<file path="src/rtl/ob_pkg.sv">
// Shared constants for the output-buffer arbiter: FSM state encoding and the ack timeout.
package ob_pkg;

  typedef logic [1:0] state_t;

  localparam state_t ST_IDLE  = 2'd0;
  localparam state_t ST_WRITE = 2'd1;
  localparam state_t ST_WAIT  = 2'd2;

  // WAIT cycles allowed for ob_stored before the write is abandoned
  localparam int TIMEOUT = 4;
  localparam int TMR_W   = $clog2(TIMEOUT);

endpackage

</file>
<file path="src/rtl/ob_arbiter_if.sv">
// Requester/buffer-side signal bundle of ob_arbiter; master is the arbiter, slave the environment.
interface ob_arbiter_if #(
  parameter int DATA_W = 8,
  parameter int N_REQ  = 4,
  parameter int SLOTS  = 5
);
  localparam int CNT_W = $clog2(SLOTS + 1);

  logic [N_REQ-1:0]        req;
  logic [N_REQ*DATA_W-1:0] req_data;
  logic [N_REQ-1:0]        gnt;
  logic                    ob_en;
  logic [DATA_W-1:0]       ob_data;
  logic                    ob_stored;
  logic                    slot_free;
  logic [CNT_W-1:0]        count;
  logic                    full;
  logic                    err;

  modport master (
    input  req, req_data, ob_stored, slot_free,
    output gnt, ob_en, ob_data, count, full, err
  );

  modport slave (
    output req, req_data, ob_stored, slot_free,
    input  gnt, ob_en, ob_data, count, full, err
  );
endinterface

</file>
<file path="src/rtl/rr_picker.sv">
// Combinational round-robin pick: first set req bit at or after ptr, wrapping.
module rr_picker #(
  parameter int N_REQ = 4,
  parameter int PTR_W = $clog2(N_REQ)
) (
  input  logic [N_REQ-1:0] req,
  input  logic [PTR_W-1:0] ptr,
  output logic [N_REQ-1:0] pick,
  output logic             valid
);
  logic [PTR_W-1:0] idx;

  always_comb begin
    pick  = '0;
    valid = 1'b0;
    idx   = '0;
    for (int k = 0; k < N_REQ; k++) begin
      idx = PTR_W'((int'(ptr) + k) % N_REQ);
      if (!valid && req[idx]) begin
        pick[idx] = 1'b1;
        valid     = 1'b1;
      end
    end
  end
endmodule

</file>
<file path="src/rtl/ob_arbiter.sv">
// Round-robin arbiter writing one requester word at a time into a SLOTS-deep buffer.
// req sampled -> ob_en next cycle -> ack -> gnt one cycle after ack; stalls while full.
module ob_arbiter
  import ob_pkg::*;
#(
  parameter int DATA_W = 8,
  parameter int SLOTS  = 5,
  parameter int N_REQ  = 4
) (
  input logic          clk,
  input logic          rst,
  ob_arbiter_if.master bus
);
  localparam int CNT_W = $clog2(SLOTS + 1);
  localparam int PTR_W = $clog2(N_REQ);

  state_t            state;
  logic [PTR_W-1:0]  ptr;
  logic [PTR_W-1:0]  winner;
  logic [DATA_W-1:0] word;
  logic [TMR_W-1:0]  tmr;
  logic [CNT_W-1:0]  count_q;
  logic [CNT_W-1:0]  count_nxt;
  logic              full_q;
  logic              err_q;
  logic [N_REQ-1:0]  gnt_q;

  logic [N_REQ-1:0]  pick;
  logic              pick_vld;
  logic [PTR_W-1:0]  pick_idx;
  logic [DATA_W-1:0] pick_word;
  logic [PTR_W-1:0]  next_ptr;
  logic              stored;
  logic              expired;
  logic              underflow;

  rr_picker #(.N_REQ(N_REQ), .PTR_W(PTR_W)) u_picker (
    .req   (bus.req),
    .ptr   (ptr),
    .pick  (pick),
    .valid (pick_vld)
  );

  always_comb begin
    pick_idx  = '0;
    pick_word = '0;
    for (int i = 0; i < N_REQ; i++) begin
      if (pick[i]) begin
        pick_idx  = PTR_W'(i);
        pick_word = bus.req_data[i*DATA_W +: DATA_W];
      end
    end
  end

  assign next_ptr  = (winner == PTR_W'(N_REQ - 1)) ? '0 : winner + PTR_W'(1);
  assign stored    = (state == ST_WAIT) && bus.ob_stored;
  assign expired   = (state == ST_WAIT) && !bus.ob_stored && (tmr == TMR_W'(TIMEOUT - 1));
  // an ack landing with the release nets to zero, so it is not an underflow
  assign underflow = bus.slot_free && (count_q == '0) && !stored;

  always_comb begin
    count_nxt = count_q;
    if (stored && !bus.slot_free)
      count_nxt = count_q + CNT_W'(1);
    else if (!stored && bus.slot_free && (count_q != '0))
      count_nxt = count_q - CNT_W'(1);
  end

  always_ff @(posedge clk or negedge rst) begin
    if (!rst) begin
      state  <= ST_IDLE;
      ptr    <= '0;
      winner <= '0;
      word   <= '0;
      tmr    <= '0;
    end else begin
      case (state)
        ST_IDLE: begin
          if (pick_vld && !full_q) begin
            winner <= pick_idx;
            word   <= pick_word;
            state  <= ST_WRITE;
          end
        end
        ST_WRITE: begin
          tmr   <= '0;
          state <= ST_WAIT;
        end
        ST_WAIT: begin
          if (bus.ob_stored) begin
            ptr   <= next_ptr;
            state <= ST_IDLE;
          end else if (tmr == TMR_W'(TIMEOUT - 1)) begin
            state <= ST_IDLE;
          end else begin
            tmr <= tmr + TMR_W'(1);
          end
        end
        default: state <= ST_IDLE;
      endcase
    end
  end

  // full tracks the registered count, so a release only unblocks IDLE one cycle later
  always_ff @(posedge clk or negedge rst) begin
    if (!rst) begin
      count_q <= '0;
      full_q  <= 1'b0;
      err_q   <= 1'b0;
      gnt_q   <= '0;
    end else begin
      count_q <= count_nxt;
      full_q  <= (count_nxt == CNT_W'(SLOTS));
      err_q   <= expired || underflow;
      gnt_q   <= stored ? (N_REQ'(1) << winner) : '0;
    end
  end

  assign bus.gnt     = gnt_q;
  assign bus.ob_en   = (state == ST_WRITE);
  assign bus.ob_data = word;
  assign bus.count   = count_q;
  assign bus.full    = full_q;
  assign bus.err     = err_q;
endmodule

</file>
<file path="src/flat_wrapper.sv">
// flat-port wrapper written by rule: the top's interface ports become plain ports
module ob_arbiter_flat import ob_pkg::*;
#(
  parameter int DATA_W = 8,
  parameter int SLOTS  = 5,
  parameter int N_REQ  = 4
)
  (clk, rst, bus_req, bus_req_data, bus_ob_stored, bus_slot_free, bus_gnt, bus_ob_en, bus_ob_data, bus_count, bus_full, bus_err);
  ob_arbiter_if #(.DATA_W(DATA_W), .N_REQ(N_REQ), .SLOTS(SLOTS)) bus_i ();
  input logic clk;
  input logic rst;
  input wire logic [$bits(bus_i.req)-1:0] bus_req;
  input wire logic [$bits(bus_i.req_data)-1:0] bus_req_data;
  input wire logic [$bits(bus_i.ob_stored)-1:0] bus_ob_stored;
  input wire logic [$bits(bus_i.slot_free)-1:0] bus_slot_free;
  output wire logic [$bits(bus_i.gnt)-1:0] bus_gnt;
  output wire logic [$bits(bus_i.ob_en)-1:0] bus_ob_en;
  output wire logic [$bits(bus_i.ob_data)-1:0] bus_ob_data;
  output wire logic [$bits(bus_i.count)-1:0] bus_count;
  output wire logic [$bits(bus_i.full)-1:0] bus_full;
  output wire logic [$bits(bus_i.err)-1:0] bus_err;
  assign bus_i.req = bus_req;
  assign bus_i.req_data = bus_req_data;
  assign bus_i.ob_stored = bus_ob_stored;
  assign bus_i.slot_free = bus_slot_free;
  assign bus_gnt = bus_i.gnt;
  assign bus_ob_en = bus_i.ob_en;
  assign bus_ob_data = bus_i.ob_data;
  assign bus_count = bus_i.count;
  assign bus_full = bus_i.full;
  assign bus_err = bus_i.err;
  ob_arbiter #(.DATA_W(DATA_W), .SLOTS(SLOTS), .N_REQ(N_REQ)) u_core (.clk(clk), .rst(rst), .bus(bus_i));
endmodule
</file>
<file path="config.mk">
export PLATFORM = sky130hd
export DESIGN_NAME = ob_arbiter_flat
export DESIGN_NICKNAME = d
export VERILOG_FILES = /design/src/rtl/ob_pkg.sv /design/src/rtl/ob_arbiter_if.sv /design/src/rtl/rr_picker.sv /design/src/rtl/ob_arbiter.sv /design/src/flat_wrapper.sv
export SDC_FILE = /design/constraint.sdc
export NUM_CORES = 1
export LEC_CHECK = 0
export ABC_AREA = 1
export BUFFER_PORTS_ARGS = -buffer_cell sky130_fd_sc_hd__clkbuf_2
export CAP_MARGIN = 30
export CORE_UTILIZATION = 46
export CTS_CLUSTER_SIZE = 8
export DETAILED_ROUTE_END_ITERATION = 7
export PLACE_DENSITY = 0.76
export SLEW_MARGIN = 15
export SYNTH_ARGS = -nofsm -noshare
export SYNTH_HDL_FRONTEND = slang
export SYNTH_SLANG_ARGS = --single-unit
export TNS_END_PERCENT = 30
</file>
<file path="constraint.sdc">
create_clock -name clk -period 2.2 [get_ports clk]
set_clock_uncertainty 0.2 [all_clocks]
set_input_delay 0.22 -clock clk [delete_from_list [all_inputs] [get_ports clk]]
set_output_delay 0.22 -clock clk [all_outputs]
set_load 0.01 [all_outputs]
</file>
# After elaboration in Yosys (flattened, before gate mapping)
# Cells that the tools add are included.
# word_totals
elab_cells	111
output_inout_bits	18
reg_bits	25
in_bits	40
# classes
reduce_logical	32
addsub	7
shift	1
n_eq_ne	9
n_mux	42
order_cmp	8
n_bitwise	3
# op_table
operator	n
2-to-1 mux 8 bit	4
2-to-1 mux 4 bit	5
logical AND 1 bit	16
2-to-1 mux 2 bit	8
2-to-1 mux 1 bit	13
< comparator 2 x 3 -> 1 bit (second input constant)	4
bitwise OR 4 bit	3
binary-select mux 1 bit (select 2 bit)	4
demux 1 bit (select 2 bit)	4
greater-or-equal comparator 2 x 1 -> 1 bit (second input constant)	4
logical NOT 1 bit	7
adder 2 x 1 -> 2 bit (second input constant)	3
equality test 2 bit (second input constant)	3
2-to-1 mux 3 bit	2
one-hot mux 2 bit (3 select lines)	1
AND reduction 2 bit	3
adder 2 bit (second input constant)	2
inequality test 2 bit (second input constant)	2
one-hot mux 2 bit (2 select lines)	1
left shift 1 x 2 -> 4 bit (first input constant)	1
adder 3 x 1 -> 3 bit (second input constant)	1
equality test 3 bit (second input constant)	1
logical NOT 3 bit	1
inequality test 3 bit (second input constant)	1
8 further kinds	8

# Depth between registers and ports, before layout
# Gate-level depths: netlist (run 1).
# depth
word_depth	16
depth_mapped	15

# By module
# A second synthesis (run 1) with hierarchy kept.
# unflattened
cells_unflattened	249
hier_area_um2	1823.0
# modules_own_cells
module	seq_area_each_um2	instances	cells_each	area_each_um2
ob_arbiter	625.6	1	173	1403.8
rr_picker	0.0	1	76	419.2

# Least setup slack after synthesis (run 1)
# Ideal clock, no wire load.
# synth_path
path_type	register to register
start	register u_core.ptr[0]
end	register u_core.word[1] (netlist: u_core.bus.ob_data[1])
period_less_slack_ns	2.287
stages_incl_launch_ff	16
slack_ns	-0.087
arrival_time_ns	1.971
t_required_ns	1.884
setup_ns	0.116
path_buffers	1
cell_sequence	dfrtp_1 > inv_2 > ha_1 > inv_1 > nand3_1 > nand2_1 > nand2_2 > nor2_4 > nand3_1 > nand2_2 > buf_6 > a21oi_2 > nand2_1 > nand2_1 > nand2_1 > nand2_1
# synth_via
elab_chain_len	16
word_cells_on_any_way	54
classes_between	add/sub (3); order compare (8); mux (28); bitwise (3); reduce/logical (12)
# synth_lines
element	line_no	rtl
from (decl)	ob_arbiter.sv:18	logic [PTR_W-1:0] ptr;
from (signal assigned)	ob_arbiter.sv:91	ptr <= next_ptr;
parallel branches: the longest is 16 deep, another holds < comparator 2 x 3 -> 1 bit	n/a	
to (signal assigned)	ob_arbiter.sv:81	word <= pick_word;
to (decl)	ob_arbiter.sv:20	logic [DATA_W-1:0] word;
# Parallel ways; which one is timed is not known. The select of a mux whose other input is x is not followed.
# A chain may end at the register's enable or synchronous reset.

# Worst setup path in the final report (run 1)
# layout_path
start	register u_core.ptr[0]
end	register u_core.word[5] (netlist: u_core.bus.ob_data[5])
# Same word-level chain as after synthesis.

==> results of run 1 <==
==> layout by cell type (no fill, tap or decap) <==
master and n:
a21oi_1 22, a21oi_2 4, a22o_1 1, a22oi_1 2, a31oi_1 1, buf_12 1
buf_4 8, clkbuf_2 57, clkbuf_8 3, dfrtp_1 23, dfrtp_2 2, dlygate4sd3_1 1
ha_1 14, ha_4 1, inv_1 40, inv_2 2, inv_4 2, inv_6 1
nand2_1 84, nand2_2 10, nand2_4 6, nand3_1 14, nand3_2 4, nand3_4 5
nand4_1 1, nor2_1 13, nor2_4 3, nor3_1 1, o211ai_1 1, o21ai_0 5
o31ai_1 1, xor2_1 2
==> final cells by class <==
cell class | instances | area share
multi-input cells | 195 | 0.477
flip-flops and latches | 25 | 0.256
repair buffers | 67 | 0.153
inverters | 44 | 0.0694
well taps | 48 | 0.0245
clock buffers | 3 | 0.0168
clock inverters | 1 | 0.00357
==> registers in the layout, summed over array words and instances (netlist names) <==
name,flops
u_core.bus.ob_data,8
u_core.bus.err,1
u_core.bus.gnt,4
u_core.bus.count,3
u_core.winner,2
u_core.bus.full,1
u_core.state,2
u_core.tmr,2
u_core.ptr,2
==> cells by family after synthesis <==
logic type               Yosys count
AND/OR/NAND/NOR                  137
buffers and inverters             48
AO/OA/AOI/OAI                     37
flip-flops                        25
adder cells (fa/ha/maj)           15
XOR/XNOR                           2
==> layer usage <==
layer,vias up,wire (um),track usage
met5,-,0,0
met1,871,2060,0.272
li1,970,-,-
met2,68,2330,0.353
met4,0,44,0.0707
met3,4,248,0.0226
==> worst max-delay path, cell delays in order, from the launching register on <==
cell and delay (ns):
dfrtp_2 0.42, inv_2 0.08, buf_4 0.17, nand2_2 0.09, nand3_4 0.09, nand2_4 0.09
nand3_2 0.10, inv_1 0.07, a21oi_2 0.19, buf_4 0.17, nand2_2 0.09, a21oi_1 0.13
nand2_1 0.07, nand2_1 0.05, nand2_1 0.05
==> per-stage QoR <==
| stage | cells | hold slack (ns) | cell area, um^2 |
|---|---|---|---|
| finish | 383 | 0.0237 | 2450 |
| global route | 383 | 0.0577 | 2450 |
| CTS | 377 | 0.0202 | 2300 |
| detailed placement | 372 | 0.0675 | 2230 |
| global placement | 372 | 0.0674 | 2230 |
| floorplan | 264 | -0.276 | 1860 |
==> timing repair <==
action	CTS	global route
hold buffers	1	0
pin swaps	0	9
buffers inserted	0	2
hold endpoints to repair	25	0
cloned	0	4
endpoints found under the setup margin	2	10
resized for setup	1	25
==> power groups by stage <==
stage / logic [W] / clock network [W] / registers [W]
final: 0.00289 / 0.000288 / 0.000767
after detailed placement: 0.00244 / 0 / 0.000774
after global placement: 0.00240 / 0 / 0.000772
after global routing: 0.00322 / 0.000319 / 0.000789
after floorplan: 0.00177 / 0 / 0.000843
after CTS: 0.00247 / 0.000296 / 0.000766
==> worst min-delay path by stage <==
| stage | startpoint | to | slack, ns | depth (start not counted) |
|---|---|---|---|---|
| 2_1_floorplan | rst | u_core.bus.count[0] | -0.28 | 0 |
| 6_report | bus_slot_free | u_core.bus.err | 0.02 | 3 |
| 3_5_place_dp | rst | u_core.bus.ob_data[4] | 0.07 | 1 |
| 5_1_grt | bus_slot_free | u_core.bus.err | 0.06 | 3 |
| 4_1_cts | bus_slot_free | u_core.bus.err | 0.02 | 3 |
| 3_3_place_gp | rst | u_core.bus.ob_data[1] | 0.07 | 1 |
==> summary.txt, run 1 <==
CTS Buf Count = 3
Clock share of power = 0.073
FP Rows = 22
Peak Freq = 462 MHz
Final setup violating endpoints = 0
Int Pwr = 0.00188 W
Number of remaining DRC errors = 0
Critical path arrival = 2.13 ns
Sw Share = 0.523
CP endpoint = u_core.bus.ob_data[5]
Core area = 3770 um^2
Worst-Skew Late Latency = 0.27 ns
Die area = 4290 um^2
Reg-to-reg critical path startpoint = u_core.ptr[0]
Period utilization = 0.985
Final HPWL DP = 3230 um
Final Wtd Congestion = 0.862
Post-route ant nets = 0
Post-route total power = 0.00394 W
Mux contribution to synthesized area = 0
Average cell area after synthesis = 7.02 um^2
Final min period = 2.17 ns
Largest family of logic cells by synthesized area = simple AND/OR/NAND/NOR gates
First-pass GRT wire length = 6940 um
# diodes = 0
Synth Area in Adders = 0.101
Seq pwr share = 0.194
CTS tree = yes
Final Hold Violating Endpoints = 0
Routed WL = 4680 um
Synth Area in Compound Gates = 0.114
H-tree levels = 1
Nets = 391
Max Fanout on Critical Path = 9
Register Area = 628 um^2
Xor/xnor share of the synthesized area = 0.00945
Grt ovf = 0
Worst Setup Path Type = flop to flop
Post-Route Setup TNS = 0 ns
Initial antenna violation count = 0
Die Ht = 65.5 um
Ranking of synthesized cells by area = dfrtp_1 34%, nand2_1 18%, ha_1 10%
Worst R2R End = u_core.bus.ob_data[5]
Utilization after layout = 0.651
Top-count cell post-synth = nand2_1
Max Cap Viol = 0
Post-synth cell types = 26
RSZ-0062 raised after global routing = yes
Yosys top cell by area = dfrtp_1
Max-slew violations = 0
Status = finished clean
Via count = 1,913
Gr usage total = 0.208
Synth cell count leaders = 88 x nand2_1, 42 x inv_1, 25 x dfrtp_1
Post-synthesis instance total = 264
Place WS = 0.0217 ns
Crit end category = flop
Initial Util = 0.491
Worst setup margin = 0.0340 ns
Number of global-route vias before repair = 1,652
Drt pass-1 iters = 4
Sequential area share after synthesis = 0.338
Root Buffer = clkbuf_8
Die X = 65.5 um
EDFF count, synth = 0
Asr flop ratio synth = 1.00
Worst relative slew slack = 0.582
Simple-Gate Fraction of Synth Area = 0.332
Power Dens Cells = 1610 nW/um^2
Fillers = 318
Static Leak = 1.44 nW
Ratio of cells with drive above 1 in the final layout = 0.325
Max VDD drop = 0.000842 V
Longest Clk Path Bufs = 2
Psw = 0.00206 W
Worst R2R Setup Slack = 0.03 ns
Pin count of the biggest net entering global routing = 26
Ys Warns = 0
CP Launch Type = flop
DR WL/cell = 12.2 um
Vias/cell = 4.99
Post-Syn Nets = 319
CP required = 2.17 ns
Multi-input logic area = 1170 um^2
Synthesized area = 1850 um^2
Initial DRC count = 92
IO Port Bufs = 57
Most common flop cell mapped by yosys = dfrtp_1
Worst slew pin tran = 0.626 ns
Reg2Reg Depth = 14
Clock-pin slew on the worst setup and hold paths = 0.10 ns
Clock sinks = 25
Gate power share = 0.733
Critical Path Source = u_core.ptr[0]
Fraction of synthesized cell area taken by the top area cell type = 0.338
Register bit total from synthesis = 25
Area grow syn2layout = 32.4%
Top-level port count = 58
Worst Hold Class = primary input to flop
Power figures use the tool's default switching activity.
==> run 2: changes to the inputs <==
- SYNTH_HIERARCHICAL: not set -> 1
==> run 2 against run 1 <==
  * The flow now finishes with violations (negative hold slack, negative setup slack)
  * Sequential cell count unchanged
  * Register-to-register slack got worse by 0.09 ns
  * Non-clock buffer count up 14
  * Via count fell by 2.0%
  * Largest cell class unchanged
==> summary.txt, run 2 <==
Post-route ant nets = 0
Initial antenna violation count = 0
Sequential area share after synthesis = 0.343
Static Leak = 1.36 nW
Synthesized area = 1820 um^2
Pin count of the biggest net entering global routing = 26
Most common flop cell mapped by yosys = dfrtp_1
DR WL/cell = 12.0 um
Hold depth = 3
Reg2Reg Depth = 12
Critical path arrival = 2.25 ns
Post-Route Setup TNS = -0.220 ns
Number of global-route vias before repair = 1,724
Final Wtd Congestion = 0.849
Power Dens Cells = 1700 nW/um^2
Dpl cells = 367
Clock sinks = 25
Max Fanout on Critical Path = 7
Final min period = 2.26 ns
Max reg flops = 8
Register bit total from synthesis = 25
Max-slew violations = 0
First-pass GRT wire length = 7250 um
Ratio of cells with drive above 1 in the final layout = 0.448
Crit end category = flop
Via count = 1,875
Worst Setup Path Type = flop to flop
Final HPWL DP = 3200 um
Post-route insts no fill = 378
Synth cell count leaders = 65 x nand2_1, 38 x nand3_1, 26 x inv_1
Yosys top cell by area = dfrtp_1
Initial Util = 0.487
Status = finished with violations
CTS tree = yes
Nets = 385
Peak Freq = 443 MHz
Longest Clk Path Bufs = 2
Worst R2R End = u_core/bus.ob_data[3]
# diodes = 0
Post-Syn Nets = 303
Root Buffer = clkbuf_8
Post-synthesis instance total = 249
RSZ-0062 raised after global routing = yes
Worst slew pin tran = 0.604 ns
Top-level port count = 58
Final setup violating endpoints = 6
Reg-to-reg critical path startpoint = u_core/ptr[0]
IO Port Bufs = 57
CTS Buf Count = 3
Clock-pin slew on the worst setup and hold paths = 0.09 ns
Grt ovf = 0
Gr usage total = 0.221
Worst setup margin = -0.0588 ns
Fin Hold WS = -0.00305 ns
Average cell area after synthesis = 7.32 um^2
Failing checks = negative hold slack, negative setup slack
Final Hold Violating Endpoints = 3
Fraction of synthesized cell area taken by the top area cell type = 0.343
Drt pass-1 iters = 4
Worst-Skew Late Latency = 0.27 ns
Worst R2R Setup Slack = -0.06 ns
Routed WL = 4530 um
Most frequent standard cell in the layout excluding fill and tap cells = clkbuf_2
WHS Endpoint = u_core/bus.ob_data[0]
Die X = 65.0 um
Top-count cell post-synth = nand2_1
Vias/cell = 4.96
Max Cap Viol = 0
Worst Hold Class = primary input to flop
Area grow syn2layout = 41.9%
Die Ht = 65.0 um
Place WS = -0.0639 ns
Most frequent cells in the layout = 57 x clkbuf_2, 55 x nand2_1, 26 x nand3_1, 23 x dfrtp_1, 22 x inv_1
FP Rows = 22
Ranking of synthesized cells by area = dfrtp_1 34%, nand2_1 13%, nand3_1 10%
CP Launch Type = flop
EDFF count, synth = 0
Ys Warns = 6
Post-synth cell types = 27
Asr flop ratio synth = 1.00
H-tree levels = 1
Number of remaining DRC errors = 0
Worst relative slew slack = 0.597
HP Start = bus_req_data[0]
Period utilization = 1.03
CP required = 2.19 ns
Max VDD drop = 0.00110 V
Die area = 4220 um^2
Initial DRC count = 88
Core area = 3740 um^2
==> run 2: kinds of logic after synthesis <==
logic type	after synthesis	synth area share
buffers and inverters	37	0.0817
adders and majority gates	14	0.0961
and+or+nand+nor	148	0.396
muxes	1	0.00549
DFF	25	0.343
AOI/OAI and AO/OA	24	0.0776
==> run 2: worst max-delay path by stage <==
| stage | start | endpoint | depth (start not counted) |
|---|---|---|---|
| 5_1_grt | u_core/ptr[0] | u_core/bus.ob_data[6] | 12 |
| 4_1_cts | u_core/ptr[0] | u_core/bus.ob_data[3] | 14 |
| 3_5_place_dp | u_core/ptr[0] | u_core/bus.ob_data[3] | 14 |
| 3_3_place_gp | u_core/ptr[0] | u_core/bus.ob_data[4] | 14 |
| 6_report | u_core/ptr[0] | u_core/bus.ob_data[3] | 12 |
| 2_1_floorplan | u_core/ptr[0] | u_core/bus.ob_data[0] | 13 |
==> run 2: cell type report <==
type	count	area (um^2)
clock inverters	1	5.00
repair buffers	81	517
well taps	48	60.1
multi-input cells	188	1210
inverters	32	130
fillers	325	1160
flip-flops and latches	25	628
clock buffers	3	41.3
==> run 2: what timing repair did <==
item | in CTS | in global routing
gates resized for setup | 6 | 42
gates cloned | 1 | 0
pin swaps | 3 | 22
hold buffers | 1 | 1
setup buffers | 0 | 4
setup endpoints to repair | 8 | 10
endpoints found under the hold margin | 25 | 1
==> run 2: through the flow <==
step | hold WS (ns) | cell area [um^2] | total power (W) | utilization
3_5_place_dp | 0.0576 | 2300 | 0.00346 | 0.614
4_1_cts | 0.00238 | 2380 | 0.00383 | 0.636
5_1_grt | 0.000468 | 2590 | 0.00480 | 0.691
2_1_floorplan | -0.276 | 1870 | 0.00265 | -
6_report | -0.00305 | 2590 | 0.00440 | 0.691
3_3_place_gp | 0.0535 | 2300 | 0.00341 | 0.614
==> run 2: where the power goes <==
part | leakage [nW] | total [W] | internal [W] | switching, W
combinational | 1.02 | 0.00331 | 0.00140 | 0.00191
clock | 0.0255 | 0.000267 | 0.000127 | 0.000140
sequential | 0.310 | 0.000822 | 0.000669 | 0.000153
==> run 2: per-layer routing <==
| layer | up-vias | wire length, um | share of wire | global-route usage |
|---|---|---|---|---|
| li1 | 967 | - | - | - |
| met1 | 832 | 1970 | 0.43 | 0.278 |
| met2 | 64 | 2240 | 0.49 | 0.383 |
| met3 | 12 | 240 | 0.053 | 0.0493 |
| met4 | 0 | 78 | 0.017 | 0.0500 |
| met5 | - | 0 | 0 | 0 |
==> run 2: critical path, stage by stage, from the launching register on <==
cell and delay, ns:
dfrtp_2 0.40, inv_4 0.05, buf_6 0.13, buf_4 0.14
ha_1 0.21, nand3_1 0.10, nand2_1 0.09, nor2_2 0.17
nand2_4 0.09, buf_6 0.13, nor2_4 0.20, nand3_2 0.09
a31oi_1 0.18
==> run 3: changes to the inputs <==
- CELL_PAD_IN_SITES_DETAIL_PLACEMENT: not set -> 1
- CELL_PAD_IN_SITES_GLOBAL_PLACEMENT: not set -> 1
- CORE_UTILIZATION: 46 -> 32
- PLACE_DENSITY: 0.76 -> not set
- PLACE_DENSITY_LB_ADDON: not set -> 0.1
==> run 3 against run 2 <==
  * The flow still finishes with violations (negative hold slack, negative setup slack)
  * Die area up 42%
  * Routed wire length rose by 20%
  * Maximum frequency up 1.6%
  * Hold slack better by 0.0028 ns
  * Sequential power increased by 0.6%
  * Global-route usage fell by 3.1 points
  * Core utilization shrank 21 points
  * Non-clock buffer count up 2
  * Final area increased by 2.4%
  * Setup slack better by 0.035 ns
  * Clock-buffer cell count stayed put
  * Critical path type unchanged
==> summary.txt, run 3 (synthesized netlist as in run 2, its figures left out) <==
Status = finished with violations
Failing checks = negative hold slack, negative setup slack
Critical path arrival = 2.21 ns
Area grow syn2layout = 45.3%
Root Buffer = clkbuf_8
Grt peak-use layer = met2
Max reg flops = 8
Post-route insts no fill = 404
Final setup violating endpoints = 2
Clock share of power = 0.063
Worst R2R Setup Slack = -0.02 ns
Ordered cell list for the critical path = inv_4, ha_4, inv_4, nand3_2, nand2_2, nand2_2, nor2_4, nand3_2, nand2_4, buf_8, nand3_2, nand2_1, nand2_1, a31oi_1
Ratio of cells with drive above 1 in the final layout = 0.449
Worst Hold Class = primary input to flop
Slowest cell on crit path = dfrtp_2
Dpl cell area = 2330 um^2
Nets = 387
Initial Util = 0.331
Pin count of the biggest net entering global routing = 26
Vias/cell = 4.77
M2 GR Usage = 0.327
Worst R2R End = u_core/bus.ob_data[1]
Max VDD drop = 0.000554 V
WHS Endpoint = u_core/bus.ob_data[7]
Seq pwr share = 0.186
Crit path top cell by count = nand3_2
Final min period = 2.22 ns
Int Pwr = 0.00217 W
Dpl cells = 391
Initial antenna violation count = 0
Initial DRC count = 66
HP Start = bus_req_data[7]
Drt pass-1 iters = 4
Final Wtd Congestion = 0.753
Worst-Skew Late Latency = 0.27 ns
Most frequent standard cell in the layout excluding fill and tap cells = clkbuf_2
Final Hold Violating Endpoints = 1
Die X = 77.5 um
Power Dens Cells = 1680 nW/um^2
Reg2Reg Depth = 14
Peak Freq = 450 MHz
H-tree levels = 1
Worst slew pin tran = 0.648 ns
First-pass GRT wire length = 9250 um
# diodes = 0
Number of remaining DRC errors = 0
Psw = 0.00228 W
Routed WL = 5440 um
Max-slew violations = 0
CP required = 2.19 ns
Core area = 5510 um^2
Crit end category = flop
Final HPWL DP = 4120 um
Via count = 1,926
Worst setup margin = -0.0240 ns
Reg-to-reg critical path startpoint = u_core/ptr[0]
Top-level port count = 58
Crit path largest cell delay = 0.45 ns
GR Layer Usage met3 = 0.0329
CP Launch Type = flop
Max Fanout on Critical Path = 8
IO Port Bufs = 57
FP Rows = 27
DR WL/cell = 13.5 um
RSZ-0062 raised after global routing = yes
Most frequent cells in the layout = 57 x clkbuf_2, 50 x nand2_1, 25 x nand3_1, 24 x inv_1, 23 x dfrtp_1
Post-route ant nets = 0
Period utilization = 1.01
Sw Share = 0.513
Finished Cell Area = 2650 um^2
Longest Clk Path Bufs = 2
Clock-pin slew on the worst setup and hold paths = 0.09 ns
Met1 GRT Util = 0.250
Static Leak = 1.38 nW
Die Ht = 77.5 um
Die area = 6000 um^2
Fin Hold WS = -0.000224 ns
Gr usage total = 0.190
Fillers = 707
Gate power share = 0.751
CTS Buf Count = 3
CTS tree = yes
Grt ovf = 0
Max Cap Viol = 0
Number of global-route vias before repair = 1,990
Clock sinks = 25
Place WS = -0.223 ns
Worst Setup Path Type = flop to flop
Hold depth = 3
Worst relative slew slack = 0.568
-- run 3: cell count changes in the layout (fill, tap and decap cells not counted), moves of 2 or more --
cell | previous run | this run
buf_6 | 7 | 5
nand2_1 | 55 | 50
inv_2 | 6 | 4
a21oi_2 | 5 | 2
nand2_2 | 14 | 17
a21oi_1 | 4 | 7
dlygate4sd3_1 | 2 | 5
inv_1 | 22 | 24
nand2_4 | 3 | 5
buf_4 | 13 | 15
-- run 3: metrics by stage --
stage,util,power (W),TNS [ns],hold slack (ns)
CTS,0.458,0.00420,-0.0397,0.000616
finish,0.481,0.00445,-0.0246,-0.000224
global placement,0.423,0.00354,-1.20,0.0731
global route,0.481,0.00487,-1.18,0.0186
detailed placement,0.423,0.00360,-1.46,0.0859
floorplan,-,0.00265,0,-0.276
-- run 3: worst max-delay path: cells and delay by family (launching register included) --
family,cells,cell delay [ns]
compound gates,1,0.20
fa+ha+maj,1,0.22
buf+inv,3,0.28
flops,1,0.45
simple gates,9,0.78
-- run 3: cell type report --
type | count | area, um^2 | area share
Inverter | 32 | 130 | 0.0491
Multi-Input combinational cell | 188 | 1230 | 0.466
Timing Repair Buffer | 83 | 519 | 0.196
Sequential cell | 25 | 628 | 0.237
Clock inverter | 1 | 5.00 | 0.00189
Tap cell | 72 | 90.1 | 0.0340
Clock buffer | 3 | 41.3 | 0.0156
-- run 3: how the worst max path moves through the flow --
stage | start | to | depth (start not counted)
6_report | u_core/ptr[0] | u_core/bus.ob_data[1] | 14
5_1_grt | u_core/ptr[0] | u_core/bus.ob_data[6] | 14
4_1_cts | u_core/ptr[0] | u_core/bus.ob_data[6] | 13
3_5_place_dp | u_core/ptr[0] | u_core/bus.ob_data[1] | 13
3_3_place_gp | u_core/ptr[0] | u_core/bus.ob_data[2] | 13
2_1_floorplan | u_core/ptr[0] | u_core/bus.ob_data[0] | 13
-- run 3: power by group through the flow --
stage	logic [W]	registers, W	clock network, W
after global routing	0.00370	0.000857	0.000306
after CTS	0.00308	0.000826	0.000291
after global placement	0.00271	0.000830	0
after detailed placement	0.00276	0.000832	0
after floorplan	0.00176	0.000892	0
final	0.00334	0.000827	0.000280
-- run 3: repair_timing --
| item | CTS | global route |
|---|---|---|
| gates cloned | 1 | 0 |
| endpoints found under the hold margin | 28 | 1 |
| endpoints found under the setup margin | 10 | 10 |
| buffers inserted | 1 | 2 |
| gates resized for setup | 24 | 26 |
| hold buffers | 4 | 1 |
| pin swaps | 14 | 24 |
-- run 3: routing by layer --
layer,wire (um),vias up
li1,-,970
met1,2580,904
met2,2620,48
met3,211,4
met4,40,0
met5,0,-
